File: config.mk
export PLATFORM = sky130hd
export DESIGN_NAME = led_shift_driver
export DESIGN_NICKNAME = d
export VERILOG_FILES = /design/src/rtl/led_drv_pkg.sv /design/src/rtl/sr_phase_timer.sv /design/src/rtl/led_shift_driver.sv
export SDC_FILE = /design/constraint.sdc
export NUM_CORES = 1
export LEC_CHECK = 0
export ABC_AREA = 1
export CAP_MARGIN = 0
export CORE_MARGIN = 5
export CORE_UTILIZATION = 26
export CTS_CLUSTER_SIZE = 12
export DETAILED_ROUTE_END_ITERATION = 7
export PLACE_DENSITY = 0.45
export SLEW_MARGIN = 5
export SYNTH_ARGS = -nofsm -noshare
export SYNTH_HDL_FRONTEND = slang
export SYNTH_SLANG_ARGS = --single-unit
export TNS_END_PERCENT = 30
File: constraint.sdc
create_clock -name clk -period 2.5 [get_ports clk]
set_input_delay 0.375 -clock clk [delete_from_list [all_inputs] [get_ports clk]]
set_output_delay 0.375 -clock clk [all_outputs]
set_load 0.05 [all_outputs]
File: src/rtl/led_drv_pkg.sv
// Shared constants for the LED pattern path: default chain geometry,
// serial timing and the frame-state encoding used by led_shift_driver.
package led_drv_pkg;

  localparam int DEF_N_LEDS       = 12;
  localparam int DEF_CLK_DIV      = 4;
  localparam int DEF_LATCH_CYCLES = 2;

  typedef logic [1:0] state_t;

  // Frame states; the unused code 2'd3 falls back to ST_IDLE.
  localparam state_t ST_IDLE  = 2'd0;
  localparam state_t ST_SHIFT = 2'd1;
  localparam state_t ST_LATCH = 2'd2;

  // Clock cycles from accepting a pattern until the block is ready again.
  function automatic int frame_cycles(input int n_leds, input int clk_div, input int latch_cycles);
    return n_leds * 2 * clk_div + latch_cycles;
  endfunction

endpackage

File: src/rtl/sr_phase_timer.sv
// Half-period timer for the serial clock. Counts CLK_DIV cycles per phase,
// flags the last cycle of each phase and toggles the sr_clk level.
module sr_phase_timer #(
  parameter int CLK_DIV = 4
) (
  input  logic clk,
  input  logic reset,
  input  logic clear,
  input  logic enable,
  output logic half_done,
  output logic phase_hi
);

  localparam int CW = $clog2(CLK_DIV + 1);
  localparam logic [CW-1:0] TERM_CNT = CW'(CLK_DIV - 1);

  logic [CW-1:0] phase_cnt_r;
  logic          phase_hi_r;
  logic          half_done_s;

  // Last cycle of the current half-period while the timer is running.
  always_comb begin
    half_done_s = 1'b0;
    if (enable && (phase_cnt_r == TERM_CNT)) begin
      half_done_s = 1'b1;
    end else begin
      half_done_s = 1'b0;
    end
  end

  // Phase counter and sr_clk level; clear restarts a low phase from zero.
  always_ff @(posedge clk or negedge reset) begin
    if (!reset) begin
      phase_cnt_r <= {CW{1'b0}};
      phase_hi_r  <= 1'b0;
    end else if (clear) begin
      phase_cnt_r <= {CW{1'b0}};
      phase_hi_r  <= 1'b0;
    end else if (half_done_s) begin
      phase_cnt_r <= {CW{1'b0}};
      phase_hi_r  <= ~phase_hi_r;
    end else if (enable) begin
      phase_cnt_r <= phase_cnt_r + CW'(1);
    end else begin
      phase_cnt_r <= phase_cnt_r;
    end
  end

  assign half_done = half_done_s;
  assign phase_hi  = phase_hi_r;

endmodule

File: src/rtl/led_shift_driver.sv
// Snapshots a packed LED pattern and shifts it MSB-first into a 74HC595-style
// chain (sr_data / sr_clk), then pulses sr_latch to update the outputs.
module led_shift_driver
  import led_drv_pkg::*;
#(
  parameter int N_LEDS         = DEF_N_LEDS,
  parameter int CLK_DIV        = DEF_CLK_DIV,
  parameter int LATCH_CYCLES   = DEF_LATCH_CYCLES,
  parameter int SEND_ON_CHANGE = 1
) (
  input  logic              clk,
  input  logic              reset,
  input  logic [N_LEDS-1:0] pattern_in,
  input  logic              pattern_valid,
  output logic              pattern_ready,
  output logic              sr_data,
  output logic              sr_clk,
  output logic              sr_latch,
  output logic              busy,
  output logic [7:0]        frames_sent
);

  localparam int BCW = $clog2(N_LEDS + 1);
  localparam int LCW = $clog2(LATCH_CYCLES + 1);
  localparam logic [BCW-1:0] LAST_BIT  = BCW'(N_LEDS - 1);
  localparam logic [LCW-1:0] LATCH_END = LCW'(LATCH_CYCLES - 1);
  localparam logic           ALWAYS_SEND = (SEND_ON_CHANGE == 0);

  state_t            state_r;
  logic [N_LEDS-1:0] shreg_r;
  logic [N_LEDS-1:0] last_sent_r;
  logic              first_flag_r;
  logic [BCW-1:0]    bit_cnt_r;
  logic [LCW-1:0]    latch_cnt_r;
  logic              ready_r;
  logic              busy_r;
  logic              sr_data_r;
  logic              sr_latch_r;
  logic [7:0]        frames_r;

  logic              accept_s;
  logic              high_done_s;
  logic              last_bit_s;
  logic              latch_done_s;
  logic              timer_clear_s;
  logic              timer_en_s;
  logic              half_done_s;
  logic              phase_hi_s;
  logic [N_LEDS-1:0] shreg_next_s;

  sr_phase_timer #(
    .CLK_DIV (CLK_DIV)
  ) u_timer (
    .clk       (clk),
    .reset     (reset),
    .clear     (timer_clear_s),
    .enable    (timer_en_s),
    .half_done (half_done_s),
    .phase_hi  (phase_hi_s)
  );

  // Accept decision and per-state event strobes.
  always_comb begin
    accept_s      = 1'b0;
    high_done_s   = 1'b0;
    last_bit_s    = 1'b0;
    latch_done_s  = 1'b0;
    timer_en_s    = 1'b0;
    timer_clear_s = 1'b0;
    shreg_next_s  = shreg_r << 1;
    if ((state_r == ST_IDLE) && ready_r && pattern_valid &&
        (ALWAYS_SEND || first_flag_r || (pattern_in != last_sent_r))) begin
      accept_s = 1'b1;
    end else begin
      accept_s = 1'b0;
    end
    if (state_r == ST_SHIFT) begin
      timer_en_s  = 1'b1;
      high_done_s = half_done_s & phase_hi_s;
    end else begin
      timer_en_s  = 1'b0;
      high_done_s = 1'b0;
    end
    if (bit_cnt_r == LAST_BIT) begin
      last_bit_s = 1'b1;
    end else begin
      last_bit_s = 1'b0;
    end
    if ((state_r == ST_LATCH) && (latch_cnt_r == LATCH_END)) begin
      latch_done_s = 1'b1;
    end else begin
      latch_done_s = 1'b0;
    end
    // Restart the timer from a low phase on accept and when leaving SHIFT.
    timer_clear_s = accept_s | (high_done_s & last_bit_s);
  end

  // Frame FSM: snapshot on accept, shift out bit by bit, latch, then count the frame.
  always_ff @(posedge clk or negedge reset) begin
    if (!reset) begin
      state_r      <= ST_IDLE;
      shreg_r      <= {N_LEDS{1'b0}};
      last_sent_r  <= {N_LEDS{1'b0}};
      first_flag_r <= 1'b1;
      bit_cnt_r    <= {BCW{1'b0}};
      latch_cnt_r  <= {LCW{1'b0}};
      ready_r      <= 1'b0;
      busy_r       <= 1'b0;
      sr_data_r    <= 1'b0;
      sr_latch_r   <= 1'b0;
      frames_r     <= 8'd0;
    end else begin
      case (state_r)
        ST_IDLE: begin
          if (accept_s) begin
            state_r      <= ST_SHIFT;
            shreg_r      <= pattern_in;
            last_sent_r  <= pattern_in;
            first_flag_r <= 1'b0;
            bit_cnt_r    <= {BCW{1'b0}};
            sr_data_r    <= pattern_in[N_LEDS-1];
            ready_r      <= 1'b0;
            busy_r       <= 1'b1;
          end else begin
            // Also raises ready on the first edge after reset release.
            ready_r <= 1'b1;
          end
        end
        ST_SHIFT: begin
          if (high_done_s && last_bit_s) begin
            state_r     <= ST_LATCH;
            bit_cnt_r   <= {BCW{1'b0}};
            latch_cnt_r <= {LCW{1'b0}};
            sr_latch_r  <= 1'b1;
          end else if (high_done_s) begin
            // Falling sr_clk edge: present the next bit.
            bit_cnt_r <= bit_cnt_r + BCW'(1);
            shreg_r   <= shreg_next_s;
            sr_data_r <= shreg_next_s[N_LEDS-1];
          end else begin
            bit_cnt_r <= bit_cnt_r;
          end
        end
        ST_LATCH: begin
          if (latch_done_s) begin
            state_r     <= ST_IDLE;
            latch_cnt_r <= {LCW{1'b0}};
            sr_latch_r  <= 1'b0;
            sr_data_r   <= 1'b0;
            busy_r      <= 1'b0;
            ready_r     <= 1'b1;
            frames_r    <= frames_r + 8'd1;
          end else begin
            latch_cnt_r <= latch_cnt_r + LCW'(1);
          end
        end
        default: begin
          state_r     <= ST_IDLE;
          bit_cnt_r   <= {BCW{1'b0}};
          latch_cnt_r <= {LCW{1'b0}};
          sr_latch_r  <= 1'b0;
          sr_data_r   <= 1'b0;
          busy_r      <= 1'b0;
          ready_r     <= 1'b0;
        end
      endcase
    end
  end

  assign pattern_ready = ready_r;
  assign sr_data       = sr_data_r;
  assign sr_clk        = phase_hi_s;
  assign sr_latch      = sr_latch_r;
  assign busy          = busy_r;
  assign frames_sent   = frames_r;

endmodule

==> summary.md <==
| Metric | Value |
|---|---|
| Async SR Flop Fraction | 100.0% |
| First-pass GRT wire length | ~9000 um |
| Cts hold-fix bufs | 0 |
| Grt ovf | 0 |
| Commonest non-fill, non-tap cell in the layout | nand2_1 |
| Mapped cell area | 2411 um^2 |
| Post-synth EDFFs | 0 |
| Pin count of the biggest net entering global routing | 49 |
| Total I/O pin count | 28 |
| Synthesized net count | 324 |
| Share of cells above drive strength 1 | ~9.2% |
| RePlAce Congestion | between 0.6 and 0.7 |
| Die area | 11,300 um^2 |
| Leak | 0.001497 uW |
| Yosys warnings | 0 |
| Clock Sinks | 48 |
| Sum of negative setup slack | 0 ns |
| CTS root buffer | clkbuf_8 |
| DR vias | 1,926 |
| Normalized max-slew margin | 41.49% |
| Row count | 35 |
| HPWL after detailed placement | approximately 3800 um |
| Endpoint class of the critical path | flop |
| Clock Skew | 0.009319 ns |
| Filler cell count | 978 |
| H-tree lvl count | 2 |
| Port Buf Inserts | 27 |
| Final Slew Violations | 0 |
| Synth-to-Final Area Change | 23.20% |
| Worst-path clk slew | 0.10 ns |
| Total core area | 9153 um^2 |
| Sequential area share after synthesis | about half |
| Postcts setup bufs | 0 |
| DRC viols | 0 |
| Req. time, crit path | 2.68 ns |
| CP Launch Type | flop |
| Main synth FF type | dfrtp_1 |
| Die width | 106.3 um |
| Flops & latches, synth | 48 |
| Worst-path fanout max | 13 |
| Routed Antenna Nets | 0 |
| Vias per inst | 4.290 |
| Clock latency on the worst-skew pair | 0.30 ns |
| Total GRT Usage | 9.807% |
| Clock buffer depth | 2 |
| R2R cell count | 9 |
| Post-synth cell types | 26 |
| Synthesized area per cell | 7.879 um^2 |
| Cells after Synth | 306 |
| Post-CTS sizing | 0 |
| Crit path DAT | 2.38 ns |
| Die span in y | 106.3 um |
| Final worst slack | 0.3059 ns |
| Wire per inst | 11.57 um |
| First-pass DRT Iterations | 4 |
| Status | finished, final reports clean |
| Final Setup Violations | 0 |
| Final period util | 87.77% |
| Post-route insts no fill | 449 |
| Peak supply drop | 208.0 uV |
| Initial antenna violation count | 0 |
| NumNets Final | 355 |
| Pwr Density | 539.5 nW/um^2 |
| DP Worst Slack | 0.2321 ns |
| Worst slew pin tran | just under 0.9 ns |
| Commonest cells after routing, fill and taps aside | nand2_1, dfrtp_1, inv_1 |
| DRT iter0 DRCs | 86 |
| Setup CP Type | flop to flop |
| Placed cells | 441 |
| Vias in the first global route | approximately 1,900 |
| Hold WC Path Type | input pin to async pin |
| RSZ-0062 raised after global routing | no |
| Initial Util | 26.34% |
| # Max-Cap Violations | 0 |
| Final hold vios | 0 |
| CTS tree | done |
| CTS Buf Count | 5 |
| Ant diodes | 0 |
| Fmax | approximately 460 MHz |
| Routed WL | 5193 um |
| Minimum clock period | 2.194 ns |
| Power, Total | 1603 uW |
==> synth_stat cells (2+ instances only) <==
cell	instances	area share, %
nand2_1	105	16
dfrtp_1	47	49
inv_1	38	5.9
o21ai_0	31	6.4
nor2_1	24	3.7
nand4_1	12	3.1
xor2_1	8	2.9
nand3_1	6	1.2
buf_2	3	0.62
buf_4	3	0.93
clkbuf_1	3	0.47
ha_1	3	1.6
inv_2	3	0.47
nand2_2	3	0.78
nor2_2	3	0.78
xnor2_1	3	1.1
nor2_4	2	0.93
==> worst paths after layout <==
check,endpoint,startpoint,slack (ns)
setup / recovery,shreg_r[3]$_DFFE_PN0P_,u_timer.phase_cnt_r[0]$_DFFE_PN0P_,0.31
hold / removal,state_r[1]$_DFFE_PN0P_,reset,0.17
setup reg to reg,shreg_r[3]$_DFFE_PN0P_,u_timer.phase_cnt_r[0]$_DFFE_PN0P_,0.31
hold reg to reg,first_flag_r$_DFFE_PN1P_,first_flag_r$_DFFE_PN1P_,0.46
max in group asynchronous,last_sent_r[9]$_DFFE_PN0P_,reset,1.91
min in group clk,first_flag_r$_DFFE_PN1P_,first_flag_r$_DFFE_PN1P_,0.46
==> report_power, final <==
group	leakage (uW)	internal (uW)	switching, uW
registers	0.000642	776	0
logic	0.000777	26.3	35.7
clock network	0.0000784	500	265
total	0.00150	1300	300
==> sequential cells by signal, summed over array words and instances (netlist names) <==
| register | count |
|---|---|
| bit_cnt_r | 4 |
| busy | 1 |
| first_flag_r | 1 |
| frames_sent | 8 |
| last_sent_r | 12 |
| latch_cnt_r | 2 |
| pattern_ready | 1 |
| shreg_r | 11 |
| sr_data | 1 |
| sr_latch | 1 |
| state_r | 2 |
| u_timer.phase_cnt_r | 3 |
| u_timer.phase_hi | 1 |
==> logic make-up after synthesis <==
family,after synthesis,synth area share (%)
AO/OA/AOI/OAI,34,7.161
AND/OR/NAND/NOR,160,29.01
buffers and inverters,50,8.407
XOR/XNOR,11,3.996
adder cells (fa/ha/maj),3,1.557
flip-flops,48,49.87
==> critical path: stages, from the launching register on <==
cell and delay [ns]:
dfrtp_1 0.41, ha_1 0.20, inv_1 0.06, nor2_2 0.04, nand2_2 0.10, nor3_4 0.06
nor2_1 0.67, nand3_2 0.35, nand2_1 0.13, nand2_1 0.06
==> final cells by class <==
type / count / area [um^2] / share of cell area (%)
Inverter: 41 / 153.9 / 5.181
Sequential cell: 48 / 1202 / 40.48
Clock buffer: 5 / 68.82 / 2.317
Multi-Input combinational cell: 208 / 1006 / 33.87
Timing Repair Buffer: 33 / 310.3 / 10.45
Clock inverter: 3 / 90.09 / 3.033
Tap cell: 111 / 138.9 / 4.676
==> metrics by stage <==
step | hold WS, ns | util, % | instance area (um^2)
3_3_place_gp | 0.4523 | 30.72 | 2811
5_1_grt | 0.2364 | 32.45 | 2970
2_1_floorplan | 0.07941 | - | 2411
6_report | 0.1708 | 32.45 | 2970
4_1_cts | 0.2048 | 32.45 | 2970
3_5_place_dp | 0.4510 | 30.72 | 2811
==> metal layers <==
layer / GRT usage [%] / vias to the layer above / routed length, um
met5: 0 / - / 0
met4: 2.220 / 0 / 40
met2: 14.93 / 29 / 2298
met3: 2.186 / 2 / 169
met1: 14.16 / 884 / 2685
li1: - / 1011 / -
(Power assumes the default switching activity.)
